### src/rtl/fp_matcher_if.sv
// fp_matcher_if: sensor-side and lock-control-side signal bundle for fp_matcher.
// master: the block driving fingerprints and enrollment commands.
// slave: the matcher itself.
interface fp_matcher_if #(
  parameter int unsigned FP_W     = 8,
  parameter int unsigned BTN_W    = 4,
  parameter int unsigned SLOTS    = 4,
  parameter int unsigned MAX_FAIL = 3
);
  localparam int unsigned SW = $clog2(SLOTS);
  localparam int unsigned CW = $clog2(MAX_FAIL + 1);

  // Fingerprint presentation handshake
  logic             fp_valid;
  logic             fp_ready;
  logic [FP_W-1:0]  fp_in;
  logic [BTN_W-1:0] btn_in;

  // Template management
  logic             enroll_req;
  logic [SW-1:0]    enroll_slot;
  logic             clear_req;

  // Result and status
  logic             done;
  logic             mismatch;
  logic [SW-1:0]    match_slot;
  logic [BTN_W-1:0] num;
  logic             locked;
  logic [CW-1:0]    fail_cnt;

  modport master (
    output fp_valid, fp_in, btn_in, enroll_req, enroll_slot, clear_req,
    input  fp_ready, done, mismatch, match_slot, num, locked, fail_cnt
  );

  modport slave (
    input  fp_valid, fp_in, btn_in, enroll_req, enroll_slot, clear_req,
    output fp_ready, done, mismatch, match_slot, num, locked, fail_cnt
  );
endinterface

### src/rtl/fp_matcher.sv
// fp_matcher: multi-slot fingerprint matcher with enrollment and failed-attempt lockout.
// Scans SLOTS stored templates one per cycle after each accepted fingerprint and reports
// the first hit. Define FP_LOCKOUT_EN to build the LOCKED state and its timer; without it
// locked is tied low and RESULT always returns to IDLE.
module fp_matcher #(
  parameter int unsigned FP_W        = 8,
  parameter int unsigned BTN_W       = 4,
  parameter int unsigned SLOTS       = 4,
  parameter int unsigned DEFAULT_FP  = 97,
  parameter int unsigned MAX_FAIL    = 3,
  parameter int unsigned LOCK_CYCLES = 16
) (
  input logic          clk,
  input logic          rst_n,
  fp_matcher_if.slave  bus
);

  localparam int unsigned SW = $clog2(SLOTS);
  localparam int unsigned CW = $clog2(MAX_FAIL + 1);

  localparam logic [SW-1:0]   LastIdx   = SW'(SLOTS - 1);
  localparam logic [CW-1:0]   MaxFail   = CW'(MAX_FAIL);
  localparam logic [FP_W-1:0] DefaultFp = FP_W'(DEFAULT_FP);

  // Reject configurations the scan and lockout logic cannot honour
  if (SLOTS < 2 || MAX_FAIL < 1 || LOCK_CYCLES < 1) begin : g_param_check
    $error("fp_matcher: SLOTS must be >= 2, MAX_FAIL and LOCK_CYCLES >= 1");
  end

  typedef enum logic [1:0] {
    StIdle,
    StCompare,
    StResult,
    StLocked
  } state_e;

  state_e            state_q;
  logic [FP_W-1:0]   stored_q [SLOTS];
  logic [SLOTS-1:0]  valid_q;
  logic [FP_W-1:0]   fp_q;
  logic [SW-1:0]     idx_q;
  logic              done_q;
  logic              mismatch_q;
  logic [SW-1:0]     match_slot_q;
  logic [BTN_W-1:0]  num_q;
  logic [CW-1:0]     fail_cnt_q;

`ifdef FP_LOCKOUT_EN
  localparam int unsigned TW       = $clog2(LOCK_CYCLES + 1);
  localparam logic [TW-1:0] LockLast = TW'(LOCK_CYCLES - 1);

  logic              locked_q;
  logic [TW-1:0]     timer_q;
`endif

  logic              fp_ready;
  logic              in_idle;
  logic              hit;
  logic [CW-1:0]     fail_next;

  // Handshake, slot comparison and saturating miss count
  always_comb begin
    in_idle   = (state_q == StIdle);
    // Clear and enroll take the IDLE cycle, so a simultaneous fingerprint is not accepted
    fp_ready  = in_idle && !bus.clear_req && !bus.enroll_req;
    hit       = valid_q[idx_q] && (stored_q[idx_q] == fp_q);
    fail_next = (fail_cnt_q == MaxFail) ? fail_cnt_q : fail_cnt_q + CW'(1);
  end

  // Template table: clear beats enroll, both only honoured in IDLE
  always_ff @(posedge clk or negedge rst_n) begin
    if (!rst_n) begin
      for (int i = 0; i < int'(SLOTS); i++) begin
        stored_q[i] <= '0;
      end
      stored_q[0] <= DefaultFp;
      valid_q     <= SLOTS'(1);
    end else if (in_idle) begin
      if (bus.clear_req) begin
        valid_q <= '0;
      end else if (bus.enroll_req && (int'(bus.enroll_slot) < int'(SLOTS))) begin
        stored_q[bus.enroll_slot] <= bus.fp_in;
        valid_q[bus.enroll_slot]  <= 1'b1;
      end
    end
  end

  // Control FSM with registered result outputs
  always_ff @(posedge clk or negedge rst_n) begin
    if (!rst_n) begin
      state_q      <= StIdle;
      fp_q         <= '0;
      idx_q        <= '0;
      done_q       <= 1'b0;
      mismatch_q   <= 1'b1;
      match_slot_q <= '0;
      num_q        <= '0;
      fail_cnt_q   <= '0;
`ifdef FP_LOCKOUT_EN
      locked_q     <= 1'b0;
      timer_q      <= '0;
`endif
    end else begin
      done_q <= 1'b0;
      unique case (state_q)
        StIdle: begin
          if (bus.fp_valid && fp_ready) begin
            fp_q    <= bus.fp_in;
            num_q   <= bus.btn_in;
            idx_q   <= '0;
            state_q <= StCompare;
          end
        end

        StCompare: begin
          // First valid match wins, so a duplicate template reports the lowest slot
          if (hit || (idx_q == LastIdx)) begin
            done_q       <= 1'b1;
            mismatch_q   <= !hit;
            match_slot_q <= hit ? idx_q : '0;
            fail_cnt_q   <= hit ? '0 : fail_next;
            state_q      <= StResult;
          end else begin
            idx_q <= idx_q + SW'(1);
          end
        end

        StResult: begin
`ifdef FP_LOCKOUT_EN
          // fail_cnt already holds this attempt's count
          if (fail_cnt_q == MaxFail) begin
            locked_q <= 1'b1;
            timer_q  <= '0;
            state_q  <= StLocked;
          end else begin
            state_q <= StIdle;
          end
`else
          state_q <= StIdle;
`endif
        end

        StLocked: begin
`ifdef FP_LOCKOUT_EN
          // All requests are dropped here; leave after exactly LOCK_CYCLES cycles
          if (timer_q == LockLast) begin
            locked_q   <= 1'b0;
            fail_cnt_q <= '0;
            state_q    <= StIdle;
          end else begin
            timer_q <= timer_q + TW'(1);
          end
`else
          state_q <= StIdle;
`endif
        end

        default: state_q <= StIdle;
      endcase
    end
  end

  assign bus.fp_ready   = fp_ready;
  assign bus.done       = done_q;
  assign bus.mismatch   = mismatch_q;
  assign bus.match_slot = match_slot_q;
  assign bus.num        = num_q;
  assign bus.fail_cnt   = fail_cnt_q;
`ifdef FP_LOCKOUT_EN
  assign bus.locked     = locked_q;
`else
  assign bus.locked     = 1'b0;
`endif

endmodule

### src/flat_wrapper.sv
// flat-port wrapper written by rule: the top's interface ports become plain ports
module fp_matcher_flat 
#(
  parameter int unsigned FP_W        = 8,
  parameter int unsigned BTN_W       = 4,
  parameter int unsigned SLOTS       = 4,
  parameter int unsigned DEFAULT_FP  = 97,
  parameter int unsigned MAX_FAIL    = 3,
  parameter int unsigned LOCK_CYCLES = 16
)
  (clk, rst_n, bus_fp_valid, bus_fp_in, bus_btn_in, bus_enroll_req, bus_enroll_slot, bus_clear_req, bus_fp_ready, bus_done, bus_mismatch, bus_match_slot, bus_num, bus_locked, bus_fail_cnt);
  fp_matcher_if #(.FP_W(FP_W), .BTN_W(BTN_W), .SLOTS(SLOTS), .MAX_FAIL(MAX_FAIL)) bus_i ();
  input logic clk;
  input logic rst_n;
  input wire logic [$bits(bus_i.fp_valid)-1:0] bus_fp_valid;
  input wire logic [$bits(bus_i.fp_in)-1:0] bus_fp_in;
  input wire logic [$bits(bus_i.btn_in)-1:0] bus_btn_in;
  input wire logic [$bits(bus_i.enroll_req)-1:0] bus_enroll_req;
  input wire logic [$bits(bus_i.enroll_slot)-1:0] bus_enroll_slot;
  input wire logic [$bits(bus_i.clear_req)-1:0] bus_clear_req;
  output wire logic [$bits(bus_i.fp_ready)-1:0] bus_fp_ready;
  output wire logic [$bits(bus_i.done)-1:0] bus_done;
  output wire logic [$bits(bus_i.mismatch)-1:0] bus_mismatch;
  output wire logic [$bits(bus_i.match_slot)-1:0] bus_match_slot;
  output wire logic [$bits(bus_i.num)-1:0] bus_num;
  output wire logic [$bits(bus_i.locked)-1:0] bus_locked;
  output wire logic [$bits(bus_i.fail_cnt)-1:0] bus_fail_cnt;
  assign bus_i.fp_valid = bus_fp_valid;
  assign bus_i.fp_in = bus_fp_in;
  assign bus_i.btn_in = bus_btn_in;
  assign bus_i.enroll_req = bus_enroll_req;
  assign bus_i.enroll_slot = bus_enroll_slot;
  assign bus_i.clear_req = bus_clear_req;
  assign bus_fp_ready = bus_i.fp_ready;
  assign bus_done = bus_i.done;
  assign bus_mismatch = bus_i.mismatch;
  assign bus_match_slot = bus_i.match_slot;
  assign bus_num = bus_i.num;
  assign bus_locked = bus_i.locked;
  assign bus_fail_cnt = bus_i.fail_cnt;
  fp_matcher #(.FP_W(FP_W), .BTN_W(BTN_W), .SLOTS(SLOTS), .DEFAULT_FP(DEFAULT_FP), .MAX_FAIL(MAX_FAIL), .LOCK_CYCLES(LOCK_CYCLES)) u_core (.clk(clk), .rst_n(rst_n), .bus(bus_i));
endmodule
### config.mk
export PLATFORM = sky130hd
export DESIGN_NAME = fp_matcher_flat
export DESIGN_NICKNAME = d
export VERILOG_FILES = /design/src/rtl/fp_matcher_if.sv /design/src/rtl/fp_matcher.sv /design/src/flat_wrapper.sv
export SDC_FILE = /design/constraint.sdc
export NUM_CORES = 1
export LEC_CHECK = 0
export ABC_AREA = 1
export ABC_CLOCK_PERIOD_IN_PS = 1800
export CAP_MARGIN = 20
export CORE_MARGIN = 2
export CORE_UTILIZATION = 45
export CTS_CLUSTER_SIZE = 20
export DETAILED_ROUTE_END_ITERATION = 10
export PLACE_DENSITY = 0.65
export SLEW_MARGIN = 20
export SYNTH_ARGS = -nofsm -noshare
export SYNTH_HDL_FRONTEND = slang
export SYNTH_SLANG_ARGS = --single-unit
export TNS_END_PERCENT = 50
### constraint.sdc
create_clock -name clk -period 1.8 [get_ports clk]
set_input_delay 0.54 -clock clk [delete_from_list [all_inputs] [get_ports clk]]
set_output_delay 0.54 -clock clk [all_outputs]
set_load 0.03 [all_outputs]
### After elaboration in Yosys (flattened, before gate mapping)

Cells that the tools add are included.

| cells by class | value |
|---|---|
| add/sub/neg operators | 2 |
| magnitude comparators | 6 |
| equal/unequal tests | 10 |
| multiplexer cells | 23 |
| bitwise gates (word level) | 4 |
| reductions and logical operators | 21 |

Operator list:

| kind | number |
|---|---|
| $bwmux 32 | 1 |
| $mux 8 | 3 |
| $bmux 8 s2 | 1 |
| $demux 8 s2 | 1 |
| $mux 2 | 7 |
| $reduce_and 3->1 | 3 |
| $eq 2x2->1 const B | 4 |
| $eq 8x8->1 | 1 |
| $mux 4 | 2 |
| $reduce_and 2->1 | 4 |
| $ge 3x3->1 const B | 2 |
| $logic_and 1x1->1 | 6 |
| $lt 2x3->1 const B | 2 |
| $not 2->3 | 2 |
| $pmux 2 s3 | 1 |
| $add 2x1->2 const B | 2 |
| $mux 1 | 4 |
| $ne 2x1->1 const B | 2 |
| $ne 2x2->1 const B | 2 |
| $or 4x4->4 | 1 |
| $pmux 2 s2 | 1 |
| $reduce_bool 2->1 | 2 |
| $logic_not 1->1 | 3 |
| $lt 3x1->1 const B | 1 |
| other kinds (8) | 8 |

| storage, ports and cells | value |
|---|---|
| bits in registers | 58 |
| bits of input ports | 19 |
| output and inout port bits | 12 |
| logic and storage cells | 79 |

### Logic depth before layout (Yosys ltp)

| depth | value |
|---|---|
| word-level depth | 9 |
| mapped depth | 15 |
| mapped depth without buffers | 14 |

### Worst setup path before layout

Ideal clock, no wire load.

| path | value |
|---|---|
| path kind | input to register |
| start | input bus_clear_req |
| end | register u_core.fp_q[0] |
| library setup time | 0.133 ns |
| arrival | 1.952 ns |
| data required time | 1.667 ns |
| path slack | -0.284 ns |
| cell stages on the path | 5 |
| path buffers | 1 |
| cell sequence | nor3_1 -> nand2_1 -> clkbuf_1 -> nand2_1 -> o21ai_0 |

| on the way | value |
|---|---|
| cells in the longest elaborated chain, start to end | 5 |

Ends and longest elaborated chain:

| what | line | source |
|---|---|---|
| start, declared | flat_wrapper.sv:20 | `input wire logic [$bits(bus_i.clear_req)-1:0] bus_clear_req;` |
| $logic_not 1->1 | fp_matcher.sv:65 | `fp_ready = in_idle && !bus.clear_req && !bus.enroll_req;` |
| $logic_and 1x1->1 (2 in series) | fp_matcher.sv:65 |  |
| $logic_and 1x1->1 | fp_matcher.sv:107 | `if (bus.fp_valid && fp_ready) begin` |
| $reduce_and 2->1 (no line) | n/a |  |
| end signal, assigned | fp_matcher.sv:108 | `fp_q <= bus.fp_in;` |
| end, declared | fp_matcher.sv:40 | `logic [FP_W-1:0] fp_q;` |

Every way passes these cells.
A chain may end at the register's enable or synchronous reset.

### Worst setup path in the final report

| path | value |
|---|---|
| start | register u_core.idx_q[0] |
| end | register u_core.fail_cnt_q[1] (netlist: u_core.bus.fail_cnt[1]) |

| on the way | value |
|---|---|
| cells in the longest elaborated chain, start to end | 8 |
| elaborated cells between the ends (all ways) | 13 |
| classes of those cells | eq/ne (3); mux (6); bitwise (1); reduce/logical (3) |

Ends and longest elaborated chain:

| what | line | source |
|---|---|---|
| start, declared | fp_matcher.sv:41 | `logic [SW-1:0] idx_q;` |
| start signal, assigned | fp_matcher.sv:124 | `idx_q <= idx_q + SW'(1);` |
| $not 2->3 (implied by the code) | fp_matcher.sv:66 | `hit = valid_q[idx_q] && (stored_q[idx_q] == fp_q);` |
| $bmux 8 s2 | fp_matcher.sv:66 |  |
| $mux 8 (implied by the code) (2 in series) | fp_matcher.sv:66 |  |
| $eq 8x8->1 | fp_matcher.sv:66 |  |
| $logic_and 1x1->1 | fp_matcher.sv:66 |  |
| $ne 2x1->1 (no line) / $logic_or 1x1->1 (equally long branches) | n/a |  |
| $reduce_and 3->1 (no line) | n/a |  |
| end signal, assigned | fp_matcher.sv:121 | `fail_cnt_q <= hit ? '0 : fail_next;` |
| end, declared | fp_matcher.sv:46 | `logic [CW-1:0] fail_cnt_q;` |

Several ways; a longest one is shown, not always the timed one. The select of a mux whose other input is x is not followed.

==> results.json <==
{
  "clk-insertion-delay-late_ns": 0.34,
  "drc_errors": 0,
  "setup_viol": 0,
  "cts_bufs_inserted": 9,
  "synth-async-reset-ratio_pct": 100,
  "detailedPlace.worstSlack_ns": -0.124,
  "yosys_register_bits": 58,
  "num_rows": 28,
  "dp.final_hpwl_um": 3980,
  "fin_total_pwr_mw": 5.98,
  "synth-seq-area-share_pct": 52.1,
  "io-pin-count": 31,
  "cap_viol_max_count": 0,
  "worst-path-buf-inv": 2,
  "via_per_inst": 4.85,
  "globalRoute.totalOverflow": 0,
  "worstSetupPathType": "flip-flop to flip-flop",
  "report.final.hold_viol_count": 0,
  "worstPathCellList": "inv_4, clkbuf_16, nand2_2, nand3_2, nand3_1, nand2_1, nand3_2, nor2_2, nand3_2, o21ai_2, nand2_1, nand2_1, nand2_1",
  "die_h_um": 82.8,
  "path_depth": 13,
  "dr_total_vias": 2276,
  "post_route_worst_setup_slack_ns": 0.0327,
  "fp.dieW_um": 82.8,
  "kind_of_end_point_of_the_critical_path": "flip-flop",
  "yosysWarnings": 0,
  "cts.reportedPaths.clkPinSlew_ns": 0.07,
  "final_layout_size_suffix_gt1_share_pct": 22.3,
  "startpoint": "u_core.idx_q[0]",
  "ir_drop_uv": 640,
  "grt_max_degree": 59,
  "crit_path_max_incr_delay_ns": 0.44,
  "cts_hold_buf": 0,
  "synth_to_final_area_change_pct": 28.2,
  "mappedNetlistArea_sq_um": 2800,
  "r2r_setup_slack_ns": 0.03,
  "iteration_count_of_the_initial_detailed_routing_pass": 4,
  "finalMaxSlewViolations": 0,
  "grt_setup_unrepaired": "true",
  "worst_r2r_end": "u_core.bus.fail_cnt[1]",
  "worst-slew-pin-transition_ns": 0.620,
  "tritoncts": "done",
  "design.final.nets": 410,
  "dp_cells": 447,
  "critical-path-top-cell-by-count": "nand2_1",
  "multi_input_area_sq_um": 1230,
  "crit_path_max_fanout": 5,
  "avg_synthesized_cell_area_sq_um": 8.20,
  "routabilityCongestion": 0.767,
  "grt_pass1_wl_um": 10200,
  "worstReg2RegStart": "u_core.idx_q[0]",
  "setup.worst_path.start_class": "flip-flop",
  "route.final.wire_length_um": 6190,
  "vias_in_the_first_global_route": 2141,
  "initial_core_util_pct": 47.0,
  "globalRouteTotalUtil_pct": 19.0,
  "fmax_ghz": 0.566,
  "detail_route.wl_per_cell_um": 13.2,
  "slowest_stage_cell_on_the_critical_path": "dfrtp_2",
  "fin_crit_sh_pct": 98.2,
  "port_buffers": 29,
  "dieArea_sq_um": 6860,
  "antenna-diode-count": 0,
  "cellPowerDensity_nw_per_um2": 1670,
  "timing.critical_path.max_delay_family": "simple AND/OR/NAND/NOR gates",
  "clock_sink_count": 58,
  "clock_path_buffers": 2,
  "finClkSkew_ns": 0.00895,
  "worst_hold_path_type": "input port to async pin",
  "clk_root_buffer_cell": "clkbuf_8",
  "cp.arrival_ns": 2.00,
  "timing.max_slew.rel_slack_pct": 58.5,
  "htree_num_levels": 3,
  "antenna_found_initial": 0,
  "main_synth_ff_type": "dfrtp_1",
  "synth_edf_count": 0,
  "cp.required_ns": 2.03,
  "p_leak_nw": 1.82,
  "final_cells": 469,
  "status": "completed",
  "synth_cells": 341,
  "timing.reg2reg.worst_path_depth": 13,
  "period_needed_ns": 1.77,
  "postRouteAntennaNets": 0,
  "postSynthNetCount": 362,
  "synth_cell_type_count": 28,
  "1st_iter_drt_viols": 188,
  "fillCellCount": 554,
  "core_area_sq_um": 5960,
  "seq_cell_area_sq_um": 1460
}
[cell families after synthesis]
group	Yosys count	synth area share, %
simple gates	186	29.7
flops	58	52.1
compound gates	50	9.22
buf+inv	42	7.29
xor+xnor	2	0.627
fa+ha+maj	2	0.895
other cells	1	0.134
[power breakdown]
part | internal, mW | total [mW] | leakage, nW | switching [mW]
clock | 0.611 | 1.12 | 0.0927 | 0.512
sequential | 1.91 | 2.26 | 0.726 | 0.353
combinational | 1.07 | 2.60 | 1.00 | 1.53
total | 3.59 | 5.98 | 1.82 | 2.40
[worst reg2reg max path, stage by stage, from the launching register on]
cell	delay (ns)
dfrtp_2	0.44
inv_4	0.11
clkbuf_16	0.16
nand2_2	0.05
nand3_2	0.08
nand3_1	0.08
nand2_1	0.10
nand3_2	0.07
nor2_2	0.12
nand3_2	0.13
o21ai_2	0.10
nand2_1	0.08
nand2_1	0.09
nand2_1	0.06
[cells in the mapped netlist, drive strengths merged (2+ instances only)]
cell type	count	area, sq um
dfstp	5	131
inv	29	109
a21oi	6	30.0
nand4	2	12.5
o21ai	44	228
nand3b	3	22.5
clkbuf	6	22.5
nor2	15	66.3
nand2	131	514
ha	2	25.0
nand3	34	210
dfrtp	53	1330
buf	6	55.1
[routing by layer]
metal,global-route usage [%],vias up,wire [um]
met5,0,-,0
met4,10.6,0,160
met3,3.28,13,297
met2,29.2,57,2800
met1,25.6,1023,2940
li1,-,1183,-
[registers in the layout (all words and copies together) (netlist names)]
name	count
u_core.fp_q	8
u_core.bus.mismatch	1
u_core.bus.fail_cnt	2
u_core.stored_q	32
u_core.idx_q	2
u_core.bus.num	4
u_core.bus.match_slot	2
u_core.bus.done	1
u_core.state_q	2
u_core.valid_q	4
[stage by stage]
stage	TNS [ns]	utilization, %	instance area (sq um)	hold WS (ns)
final	0	60.2	3580	0.195
after global routing	-0.422	60.2	3580	0.217
after CTS	-0.00570	57.6	3430	0.201
after detailed placement	-3.30	54.5	3240	0.469
after global placement	-1.99	54.5	3240	0.461
after floorplan	0	-	2800	0.244
[cell usage in the layout (no fill, tap or decap)]
master,instances
buf_2,2
clkdlybuf4s50_1,15
xor2_1,1
clkbuf_16,1
o21ai_0,40
nor3_2,1
nand4_1,2
xnor2_1,1
dfrtp_1,52
a21oi_1,6
conb_1,1
nand3_1,18
nand2_2,15
ha_1,2
o21ai_1,2
buf_4,13
dfrtp_2,1
nand3_2,15
buf_12,3
inv_1,27
dlygate4sd2_1,11
o21ai_2,2
inv_2,1
nor2_2,5
nor2_1,9
clkinvlp_4,1
nand3b_1,3
clkbuf_8,12
clkinv_2,1
clkbuf_1,2
inv_4,1
nor2_4,1
dfstp_2,5
nand3_4,1
clkdlybuf4s15_1,1
nand2_1,113
buf_6,3
bufinv_8,1
nand2_4,3
[layout make-up]
cell class	count	area share, %
flip-flops and latches	58	40.7
well taps	75	2.62
clock buffers	14	4.82
multi-input cells	241	34.5
inverters	30	3.60
clock inverters	2	0.349
repair buffers	49	13.5
[what timing repair did]
action / CTS / global route
resized for setup: 14 / 30
pin swaps: 1 / 11
buffers inserted: 2 / 2
gates cloned: 0 / 2
hold endpoints to repair: 0 / 0
endpoints found under the setup margin: 18 / 11
[worst max-delay path by stage]
stage / endpoint / slack [ns]
after floorplan: u_core.fp_q[0] / 0.06
after global placement: bus_fp_ready / -0.10
after detailed placement: u_core.stored_q[5] / -0.12
after CTS: bus_fp_ready / -0.006
after global routing: u_core.bus.fail_cnt[1] / -0.09
final: u_core.bus.fail_cnt[1] / 0.03
Power figures use the tool's default switching activity.
